[src/rtl/div_if.sv]
// Issue/writeback handshake bundle for the iterative divider.
// A transfer occurs on a rising edge where valid and ready are both high; the source holds its payload stable until then.
interface div_if #(
  parameter int WORD_WIDTH = 32,
  parameter int TAG_WIDTH  = 6
) ();
  logic                  in_valid;
  logic                  in_ready;
  logic [1:0]            in_op;
  logic [WORD_WIDTH-1:0] in_dividend;
  logic [WORD_WIDTH-1:0] in_divisor;
  logic [TAG_WIDTH-1:0]  in_tag;
  logic                  out_valid;
  logic                  out_ready;
  logic [WORD_WIDTH-1:0] out_result;
  logic [TAG_WIDTH-1:0]  out_tag;

  modport master (
    output in_valid, in_op, in_dividend, in_divisor, in_tag, out_ready,
    input  in_ready, out_valid, out_result, out_tag
  );

  modport slave (
    input  in_valid, in_op, in_dividend, in_divisor, in_tag, out_ready,
    output in_ready, out_valid, out_result, out_tag
  );
endinterface

[src/rtl/div_iter_unit.sv]
// Radix-2 restoring divider for RISC-V DIV/DIVU/REM/REMU with flush and writeback back-pressure.
// Define DIV_EARLY_OUT_EN to skip leading-zero iterations of |dividend|; otherwise 32 iterations always.
module div_iter_unit #(
  parameter int WORD_WIDTH = 32,
  parameter int TAG_WIDTH  = 6
) (
  input  logic       clk,
  input  logic       rst,
  input  logic       flush,
  output logic       busy,
  output logic [2:0] dbg_state,
  div_if.slave       bus
);
  typedef enum logic [2:0] {
    S_IDLE  = 3'd0,
    S_SETUP = 3'd1,
    S_CALC  = 3'd2,
    S_FIXUP = 3'd3,
    S_DONE  = 3'd4
  } state_t;

  localparam logic [4:0] MSB_IDX = 5'(WORD_WIDTH - 1);

  state_t                state_q, state_d;
  logic [1:0]            op_q;
  logic [WORD_WIDTH-1:0] a_q, b_q, dvd_q, rem_q, quo_q, result_q;
  logic [TAG_WIDTH-1:0]  tag_q;
  logic [5:0]            cnt_q;
  logic                  q_neg_q, r_neg_q;

  logic                  is_signed, is_rem, a_neg, b_neg, div_zero, overflow, special;
  logic [WORD_WIDTH-1:0] abs_a, abs_b, special_res, q_fix, r_fix;
  logic [WORD_WIDTH:0]   shifted, diff;
  logic [4:0]            loc;

  assign is_signed = ~op_q[0];
  assign is_rem    = op_q[1];
  assign a_neg     = is_signed & a_q[WORD_WIDTH-1];
  assign b_neg     = is_signed & b_q[WORD_WIDTH-1];
  assign abs_a     = a_neg ? -a_q : a_q;
  assign abs_b     = b_neg ? -b_q : b_q;
  assign div_zero  = (b_q == '0);
  assign overflow  = is_signed && (a_q == {1'b1, {(WORD_WIDTH-1){1'b0}}}) && (b_q == '1);
  assign special   = div_zero | overflow;

  always_comb begin
    special_res = '0;
    if (div_zero)      special_res = is_rem ? a_q : '1;
    else if (!is_rem)  special_res = {1'b1, {(WORD_WIDTH-1){1'b0}}};
  end

`ifdef DIV_EARLY_OUT_EN
  // Position of the leading one; zero dividend still runs one iteration.
  always_comb begin
    loc = '0;
    for (int i = 0; i < WORD_WIDTH; i++) begin
      if (abs_a[i]) loc = 5'(i);
    end
  end
`else
  assign loc = MSB_IDX;
`endif

  // Remainder stays below the divisor, so one extra bit suffices for the trial subtract.
  assign shifted = {rem_q, dvd_q[WORD_WIDTH-1]};
  assign diff    = shifted - {1'b0, b_q};
  assign q_fix   = q_neg_q ? -quo_q : quo_q;
  assign r_fix   = r_neg_q ? -rem_q : rem_q;

  always_ff @(posedge clk) begin
    if (rst) state_q <= S_IDLE;
    else     state_q <= state_d;
  end

  always_comb begin
    state_d = state_q;
    case (state_q)
      S_IDLE:  if (bus.in_valid && !flush) state_d = S_SETUP;
      S_SETUP: state_d = special ? S_DONE : S_CALC;
      S_CALC:  if (cnt_q == 6'd1) state_d = S_FIXUP;
      S_FIXUP: state_d = S_DONE;
      S_DONE:  if (bus.out_ready) state_d = S_IDLE;
      default: state_d = S_IDLE;
    endcase
    if (flush && (state_q != S_IDLE)) state_d = S_IDLE;
  end

  always_ff @(posedge clk) begin
    if (rst) begin
      op_q     <= '0;
      a_q      <= '0;
      b_q      <= '0;
      dvd_q    <= '0;
      rem_q    <= '0;
      quo_q    <= '0;
      result_q <= '0;
      tag_q    <= '0;
      cnt_q    <= '0;
      q_neg_q  <= 1'b0;
      r_neg_q  <= 1'b0;
    end else begin
      case (state_q)
        S_IDLE: if (bus.in_valid && !flush) begin
          op_q  <= bus.in_op;
          a_q   <= bus.in_dividend;
          b_q   <= bus.in_divisor;
          tag_q <= bus.in_tag;
        end
        S_SETUP: begin
          if (special) begin
            result_q <= special_res;
          end else begin
            q_neg_q <= a_neg ^ b_neg;
            r_neg_q <= a_neg;
            b_q     <= abs_b;
            dvd_q   <= abs_a << (MSB_IDX - loc);
            rem_q   <= '0;
            quo_q   <= '0;
            cnt_q   <= {1'b0, loc} + 6'd1;
          end
        end
        S_CALC: begin
          dvd_q <= dvd_q << 1;
          cnt_q <= cnt_q - 6'd1;
          if (!diff[WORD_WIDTH]) begin
            rem_q <= diff[WORD_WIDTH-1:0];
            quo_q <= {quo_q[WORD_WIDTH-2:0], 1'b1};
          end else begin
            rem_q <= shifted[WORD_WIDTH-1:0];
            quo_q <= {quo_q[WORD_WIDTH-2:0], 1'b0};
          end
        end
        S_FIXUP: result_q <= is_rem ? r_fix : q_fix;
        default: ;
      endcase
    end
  end

  assign bus.in_ready   = (state_q == S_IDLE);
  assign bus.out_valid  = (state_q == S_DONE);
  assign bus.out_result = result_q;
  assign bus.out_tag    = tag_q;
  assign busy           = (state_q != S_IDLE);
  assign dbg_state      = state_q;
endmodule

[src/flat_wrapper.sv]
// flat-port wrapper written by rule: the top's interface ports become plain ports
module div_iter_unit_flat 
#(
  parameter int WORD_WIDTH = 32,
  parameter int TAG_WIDTH  = 6
)
  (clk, rst, flush, busy, dbg_state, bus_in_valid, bus_in_op, bus_in_dividend, bus_in_divisor, bus_in_tag, bus_out_ready, bus_in_ready, bus_out_valid, bus_out_result, bus_out_tag);
  div_if #(.WORD_WIDTH(WORD_WIDTH), .TAG_WIDTH(TAG_WIDTH)) bus_i ();
  input  logic clk;
  input  logic rst;
  input  logic flush;
  output logic busy;
  output logic [2:0] dbg_state;
  input wire logic [$bits(bus_i.in_valid)-1:0] bus_in_valid;
  input wire logic [$bits(bus_i.in_op)-1:0] bus_in_op;
  input wire logic [$bits(bus_i.in_dividend)-1:0] bus_in_dividend;
  input wire logic [$bits(bus_i.in_divisor)-1:0] bus_in_divisor;
  input wire logic [$bits(bus_i.in_tag)-1:0] bus_in_tag;
  input wire logic [$bits(bus_i.out_ready)-1:0] bus_out_ready;
  output wire logic [$bits(bus_i.in_ready)-1:0] bus_in_ready;
  output wire logic [$bits(bus_i.out_valid)-1:0] bus_out_valid;
  output wire logic [$bits(bus_i.out_result)-1:0] bus_out_result;
  output wire logic [$bits(bus_i.out_tag)-1:0] bus_out_tag;
  assign bus_i.in_valid = bus_in_valid;
  assign bus_i.in_op = bus_in_op;
  assign bus_i.in_dividend = bus_in_dividend;
  assign bus_i.in_divisor = bus_in_divisor;
  assign bus_i.in_tag = bus_in_tag;
  assign bus_i.out_ready = bus_out_ready;
  assign bus_in_ready = bus_i.in_ready;
  assign bus_out_valid = bus_i.out_valid;
  assign bus_out_result = bus_i.out_result;
  assign bus_out_tag = bus_i.out_tag;
  div_iter_unit #(.WORD_WIDTH(WORD_WIDTH), .TAG_WIDTH(TAG_WIDTH)) u_core (.clk(clk), .rst(rst), .flush(flush), .busy(busy), .dbg_state(dbg_state), .bus(bus_i));
endmodule
[config.mk]
export PLATFORM = sky130hd
export DESIGN_NAME = div_iter_unit_flat
export DESIGN_NICKNAME = d
export VERILOG_FILES = /design/src/rtl/div_if.sv /design/src/rtl/div_iter_unit.sv /design/src/flat_wrapper.sv
export SDC_FILE = /design/constraint.sdc
export NUM_CORES = 1
export LEC_CHECK = 0
export BUFFER_PORTS_ARGS = -buffer_cell sky130_fd_sc_hd__buf_2
export CAP_MARGIN = 0
export CORE_ASPECT_RATIO = 1.1
export CORE_UTILIZATION = 48
export CTS_BUF_LIST = sky130_fd_sc_hd__clkbuf_4
export DETAILED_ROUTE_END_ITERATION = 12
export GPL_ROUTABILITY_DRIVEN = 0
export PLACE_DENSITY = 0.67
export SLEW_MARGIN = 40
export SYNTH_ARGS = -nofsm -noshare
export SYNTH_HDL_FRONTEND = slang
export SYNTH_SLANG_ARGS = --single-unit
[constraint.sdc]
create_clock -name clk -period 4.8 [get_ports clk]
set_clock_uncertainty 0.15 [all_clocks]
set_input_delay 1.44 -clock clk [delete_from_list [all_inputs] [get_ports clk]]
set_output_delay 1.44 -clock clk [all_outputs]
set_load 0.02 [all_outputs]
Word level (Yosys, flattened, before mapping). Cells that the tools add are included.

Register bits after elaboration: 211. Logic and storage cells: 82.

Add/sub/neg operators: 6. Equality and inequality tests: 13. Mux-type cells: 27. Bitwise operators: 6. Reductions and logical operators: 18.

Operators by type and width (count): 32-bit 2-to-1 mux (14); 32-bit one-hot mux with 2 select lines (5); 32-bit negation (4); 32-bit == test, second input constant (2); 33-bit by 32-bit subtractor with 33-bit output (1); 32-bit logical NOT (1); 3-bit one-hot mux with 5 select lines (1); 3-bit 2-to-1 mux (4); 6-bit one-hot mux with 2 select lines (1); 2-bit by 1-bit != test with 1-bit output, second input constant (4); 2-bit AND reduction (4); 3-bit by 2-bit == test with 1-bit output, second input constant (2); 6-bit by 1-bit == test with 1-bit output, second input constant (1); 6-bit 2-to-1 mux (1); 2-bit nonzero test (3); 6-bit by 1-bit subtractor with 6-bit output, second input constant (1); 1-bit logical AND (4); 2-bit != test, second input constant (2); 4-bit AND reduction (1); 3-bit by 1-bit == test with 1-bit output, second input constant (1); 3-bit == test, second input constant (1); 3-bit logical NOT (1); 3-bit AND reduction (1); 3-bit nonzero test (1); other kinds (7) (9).

Depth between registers and ports, before layout.
Word-level depth: 6. Depth in mapped cells: 14. Gate-level depth less buffers: 11.

Worst setup path before layout. Ideal clock, no wire load.

Path kind: register to register. Start point: reg u_core.b_q[9]. End point: reg u_core.rem_q[27]. Arrival time: 3.003 ns. Required time: 4.522 ns. Slack: 1.519 ns. Cell stages (with the launch flop): 15. Buffers on the path: 4. Period minus slack after synthesis: 3.281 ns. Cell sequence: dfxtp_1 clkbuf_1 inv_1 ha_1 buf_2 a21oi_1 o21ai_0 and3_1 o311ai_0 nand2_1 a311oi_2 buf_4 buf_2 a2bb2oi_1 o21ai_0.

Cells in the longest elaborated chain, start to end: 5.

RTL lines: start: declaration (RTL line div_iter_unit.sv:26) `logic [WORD_WIDTH-1:0] a_q, b_q, dvd_q, rem_q, quo_q, result_q;`; start signal: assignment (RTL line div_iter_unit.sv:106) `b_q <= bus.in_divisor;`; start signal: assignment (RTL line div_iter_unit.sv:115) `b_q <= abs_b;`; branches (longest 5 deep; another with 33-bit by 32-bit subtractor with 33-bit output); end signal: assignment (RTL line div_iter_unit.sv:126) `rem_q <= diff[WORD_WIDTH-1:0];`; end signal: assignment (RTL line div_iter_unit.sv:129) `rem_q <= shifted[WORD_WIDTH-1:0];`; end: declaration (RTL line div_iter_unit.sv:26).

Parallel ways; which one is timed is not known. A chain may end at the register's enable or synchronous reset.

Final worst setup path.
Start point: reg u_core.dvd_q[31]. End point: reg u_core.rem_q[30].

Cells in the longest elaborated chain, start to end: 3.

RTL lines: start: declaration (RTL line div_iter_unit.sv:26); start signal: assignment (RTL line div_iter_unit.sv:116) `dvd_q <= abs_a << (MSB_IDX - loc);`; start signal: assignment (RTL line div_iter_unit.sv:123) `dvd_q <= dvd_q << 1;`; 33-bit by 32-bit subtractor with 33-bit output (RTL line div_iter_unit.sv:66) `assign diff = shifted - {1'b0, b_q};`; 32-bit 2-to-1 mux (RTL line div_iter_unit.sv:125) `if (!diff[WORD_WIDTH]) begin`; 32-bit one-hot mux with 2 select lines (RTL line div_iter_unit.sv:102) `case (state_q)`.

Every way passes these cells.

==> flow_results.xml <==
<?xml version="1.0" encoding="UTF-8"?>
<metrics>
  <group name="synthesis">
    <metric name="synthMostInstantiatedCell" unit="">nand2_1</metric>
    <metric name="top_cell_types_by_occurrence_after_synthesis" unit="">nand2_1 (276), dfxtp_1 (211), a21oi_1 (175), nor2_1 (165), clkbuf_1 (98)</metric>
    <metric name="synthesized_area_divided_by_synthesized_cell_count" unit="sq um">7.53</metric>
    <metric name="synthDominantCellAreaShare" unit="%">31.7</metric>
    <metric name="syn_inst" unit="">1772</metric>
    <metric name="synth_top_cell_by_area" unit="">dfxtp_1</metric>
    <metric name="most_instantiated_flip_flop_cell_in_the_synthesis_netlist" unit="">dfxtp_1</metric>
    <metric name="synth.yosys.warnings" unit="">0</metric>
    <metric name="synth.net_count" unit="">1889</metric>
    <metric name="mappedNetlistArea" unit="sq um">13300</metric>
    <metric name="synth_edf_count" unit="">0</metric>
    <metric name="postSynthRegisterBits" unit="">211</metric>
    <metric name="ys_types" unit="">84</metric>
    <metric name="yosys-top-cells-area" unit="">dfxtp_1 (32%), nand2_1 (7.8%), a21oi_1 (6.6%), nor2_1 (4.6%), xnor2_1 (3.9%)</metric>
    <metric name="synth-async-reset-ratio" unit="%">0</metric>
    <metric name="sequential_share_of_the_synthesized_area" unit="%">31.7</metric>
  </group>
  <group name="routing">
    <metric name="firstDrtPassIters" unit="">6</metric>
    <metric name="final_antenna_net_count" unit="">0</metric>
    <metric name="route.detailed.vias_per_inst" unit="">6.04</metric>
    <metric name="drtIter0Drc" unit="">1233</metric>
    <metric name="drt_drc_violations_left" unit="">0</metric>
    <metric name="postRouteWirelength" unit="um">42400</metric>
    <metric name="route.detailed.wl_per_inst" unit="um">18.8</metric>
    <metric name="route.vias.total" unit="">13600</metric>
  </group>
  <group name="worst_setup_path">
    <metric name="worstPathRequired" unit="ns">5.24</metric>
    <metric name="start_kind" unit="">flop</metric>
    <metric name="crit_path_cell_trace" unit="">inv_1, ha_1, fa_1, nor2b_1, o2111ai_1, a21oi_1, o311ai_1, and4b_1, a311oi_4, buf_12, nand2_1, o21ai_0</metric>
    <metric name="critPathSlowestCell" unit="">a311oi_4</metric>
    <metric name="worstRegToRegCells" unit="">12</metric>
    <metric name="worst_ep_arrival_time" unit="ns">4.29</metric>
    <metric name="r2r_end" unit="">u_core.rem_q[30]$_SDFFE_PP0P_</metric>
    <metric name="critical_path_depth" unit="">12</metric>
    <metric name="r2r_start" unit="">u_core.dvd_q[31]$_SDFFE_PP0P_</metric>
    <metric name="end_kind" unit="">flop</metric>
    <metric name="reg2reg_setup_slack" unit="ns">0.95</metric>
    <metric name="critical_path.endpoint" unit="">u_core.rem_q[30]$_SDFFE_PP0P_</metric>
    <metric name="critical_path_buf_inv_count" unit="">2</metric>
    <metric name="setup.worst_path.start" unit="">u_core.dvd_q[31]$_SDFFE_PP0P_</metric>
    <metric name="worst_path_dominant_cell_family" unit="">compound AO/OA/AOI/OAI gates</metric>
    <metric name="timing.setup.critical_path_class" unit="">reg -&gt; reg</metric>
    <metric name="worstPathMaxFanout" unit="">34</metric>
    <metric name="max_incr_delay_on_cp" unit="ns">0.43</metric>
  </group>
  <group name="placed_design">
    <metric name="detailed_place.area" unit="sq um">14100</metric>
    <metric name="detailed_place_hpwl" unit="um">30800</metric>
    <metric name="io_port_bufs" unit="">120</metric>
  </group>
  <group name="global_route">
    <metric name="grt_pass1_vias" unit="">12600</metric>
    <metric name="track_usage" unit="%">29.4</metric>
    <metric name="grt_pass1_wl" unit="um">66900</metric>
    <metric name="grt_antenna_before_repair" unit="">1</metric>
    <metric name="globalRouteOverflowTotal" unit="">0</metric>
    <metric name="grt_max_degree" unit="">103</metric>
  </group>
  <group name="die">
    <metric name="core" unit="sq um">27100</metric>
    <metric name="die_w" unit="um">161</metric>
    <metric name="die_area" unit="sq um">28500</metric>
    <metric name="ioPinCount" unit="">121</metric>
    <metric name="fp.dieH" unit="um">177</metric>
    <metric name="std_cell_rows" unit="">63</metric>
    <metric name="floorplan.initialDensity" unit="%">49.2</metric>
  </group>
  <group name="clocking">
    <metric name="cts_root_buf" unit="">clkbuf_4</metric>
    <metric name="clk-insertion-delay-late" unit="ns">0.75</metric>
    <metric name="clkTransAtPathRegs" unit="ns">0.08</metric>
    <metric name="cts-root-to-sink-buffers" unit="">3</metric>
    <metric name="cts-buffers-inserted" unit="">58</metric>
    <metric name="tritoncts_num_sinks" unit="">211</metric>
    <metric name="h_tree_levels" unit="">2</metric>
    <metric name="post_cts_setup_repair_buffer_count" unit="">0</metric>
    <metric name="cts_tree" unit="">yes</metric>
    <metric name="cts_resized" unit="">0</metric>
    <metric name="hold_buf_cts" unit="">0</metric>
  </group>
  <group name="sta">
    <metric name="fin_crit" unit="ns">3.85</metric>
    <metric name="finalMaxSlewViolations" unit="">0</metric>
    <metric name="hold_viol" unit="">0</metric>
    <metric name="period_share" unit="%">80.1</metric>
    <metric name="rsz0062_at_grt" unit="">false</metric>
    <metric name="fmaxAchievable" unit="GHz">0.260</metric>
    <metric name="timing.slew.headroom" unit="%">45.1</metric>
    <metric name="setup_total_negative_slack" unit="ns">0</metric>
    <metric name="worst_slew_pin_slew" unit="ns">0.821</metric>
    <metric name="final-setup-viol-count" unit="">0</metric>
  </group>
  <group name="finish">
    <metric name="final_net_count" unit="">1967</metric>
    <metric name="postLayoutCoreUtil" unit="%">54.9</metric>
    <metric name="post_route_cells_drive_above_1_share" unit="%">14.9</metric>
    <metric name="filler_cell_count" unit="">2631</metric>
    <metric name="fin_area" unit="sq um">14900</metric>
    <metric name="area.growth.synth_to_final" unit="%">11.7</metric>
  </group>
  <group name="worst_hold_path">
    <metric name="hold_class" unit="">reg -&gt; reg</metric>
  </group>
  <group name="power_and_ir_drop">
    <metric name="max-vdd-ir-drop" unit="mV">0.171</metric>
    <metric name="static-leakage-power" unit="nW">5.78</metric>
    <metric name="power.density_cell_area" unit="nW/um^2">297</metric>
    <metric name="post-layout-total-power" unit="W">0.00443</metric>
  </group>
  <group name="run_status">
    <metric name="result_of_the_run" unit="">finished, final reports clean</metric>
  </group>
  <group name="job">
    <metric name="drv_cap" unit="">0</metric>
  </group>
</metrics>
==> worst min-delay path, delay by kind of cell, from the launching register on <==
family | cells | cell delay (ns)
and+or+nand+nor | 1 | 0.05
AOI/OAI and AO/OA | 1 | 0.05
DFF | 1 | 0.30
==> placed cells by master (no fill, tap or decap), types with 16 or more instances in the layout <==
cell        n
o31ai_1    31
buf_4      23
mux2i_1    23
a221oi_1   43
a21oi_1   174
a22oi_1    18
or4_1      22
o211ai_1   21
nand3_1    60
buf_2     119
nor3_1     31
nor2_1    163
o21ai_0    93
xnor2_1    60
clkbuf_4   92
dfxtp_1   211
a21o_1     16
nand2_1   275
ha_1       39
xor2_1     53
inv_1      55
nand4_1    21
==> routing by layer <==
| layer | track usage (%) | wire length [um] | vias to the layer above |
|---|---|---|---|
| met5 | 0 | 0 | - |
| met4 | 16.0 | 2130 | 0 |
| met3 | 4.97 | 2790 | 111 |
| met2 | 47.9 | 19500 | 531 |
| met1 | 36.9 | 18000 | 6354 |
| li1 | - | - | 6613 |
==> registers in the layout, indices dropped and copies added (netlist names) <==
register	count
u_core.a_q	32
u_core.b_q	32
u_core.bus.out_result	32
u_core.dvd_q	32
u_core.quo_q	32
u_core.rem_q	32
u_core.bus.out_tag	6
u_core.cnt_q	6
u_core.dbg_state	3
u_core.op_q	2
u_core.q_neg_q	1
u_core.r_neg_q	1
==> cell type report <==
class | instances | area [sq um] | area share [%]
antenna | 1 | 2.50 | 0.0168
inverter | 55 | 206 | 1.39
multi-input combinational | 1379 | 8440 | 56.7
sequential | 211 | 4220 | 28.4
tap | 357 | 447 | 3.00
timing repair buffer | 145 | 828 | 5.56
clock inverter | 12 | 56.3 | 0.378
clock buffer | 92 | 691 | 4.64
==> metrics by stage <==
step | hold WS [ns] | worst slack (ns) | cells
final | 0.298 | 0.954 | 2252
after detailed placement | 0.295 | 0.890 | 2147
after global routing | 0.323 | 0.781 | 2252
after CTS | 0.301 | 0.874 | 2251
after global placement | 0.290 | 1.06 | 2147
after floorplan | 0.282 | 1.52 | 1772
==> kinds of logic (layout without fill, tap and decap cells) <==
logic type	Yosys count	in the layout	synth area share, %
adder cells (fa/ha/maj)	40	40	3.81
flip-flops	211	211	31.7
other	0	1	0
XOR/XNOR	113	113	7.42
AND/OR/NAND/NOR	673	673	23.5
multiplexers	26	26	1.98
AO/OA/AOI/OAI	527	527	26.2
buffers and inverters	182	304	5.48
==> report_power, final <==
part           internal (W)  total [W]  switching, W
Clock              0.000864    0.00166      0.000795
Sequential          0.00180    0.00188     0.0000798
Combinational      0.000325   0.000885      0.000560
Total               0.00299    0.00443       0.00144
==> worst min-delay path by stage <==
stage	startpoint	endpoint	slack [ns]	depth (start not counted)
finish	u_core.bus.out_tag[0]$_SDFFE_PP0P_	u_core.bus.out_tag[0]$_SDFFE_PP0P_	0.30	2
global route	u_core.dvd_q[26]$_SDFFE_PP0P_	u_core.dvd_q[27]$_SDFFE_PP0P_	0.32	2
CTS	u_core.dvd_q[0]$_SDFFE_PP0P_	u_core.dvd_q[1]$_SDFFE_PP0P_	0.30	2
detailed placement	u_core.bus.out_result[3]$_SDFFE_PP0P_	u_core.bus.out_result[3]$_SDFFE_PP0P_	0.30	2
global placement	u_core.bus.out_tag[2]$_SDFFE_PP0P_	u_core.bus.out_tag[2]$_SDFFE_PP0P_	0.29	2
floorplan	u_core.dvd_q[24]$_SDFFE_PP0P_	u_core.dvd_q[25]$_SDFFE_PP0P_	0.28	2
(Power assumes the default switching activity.)
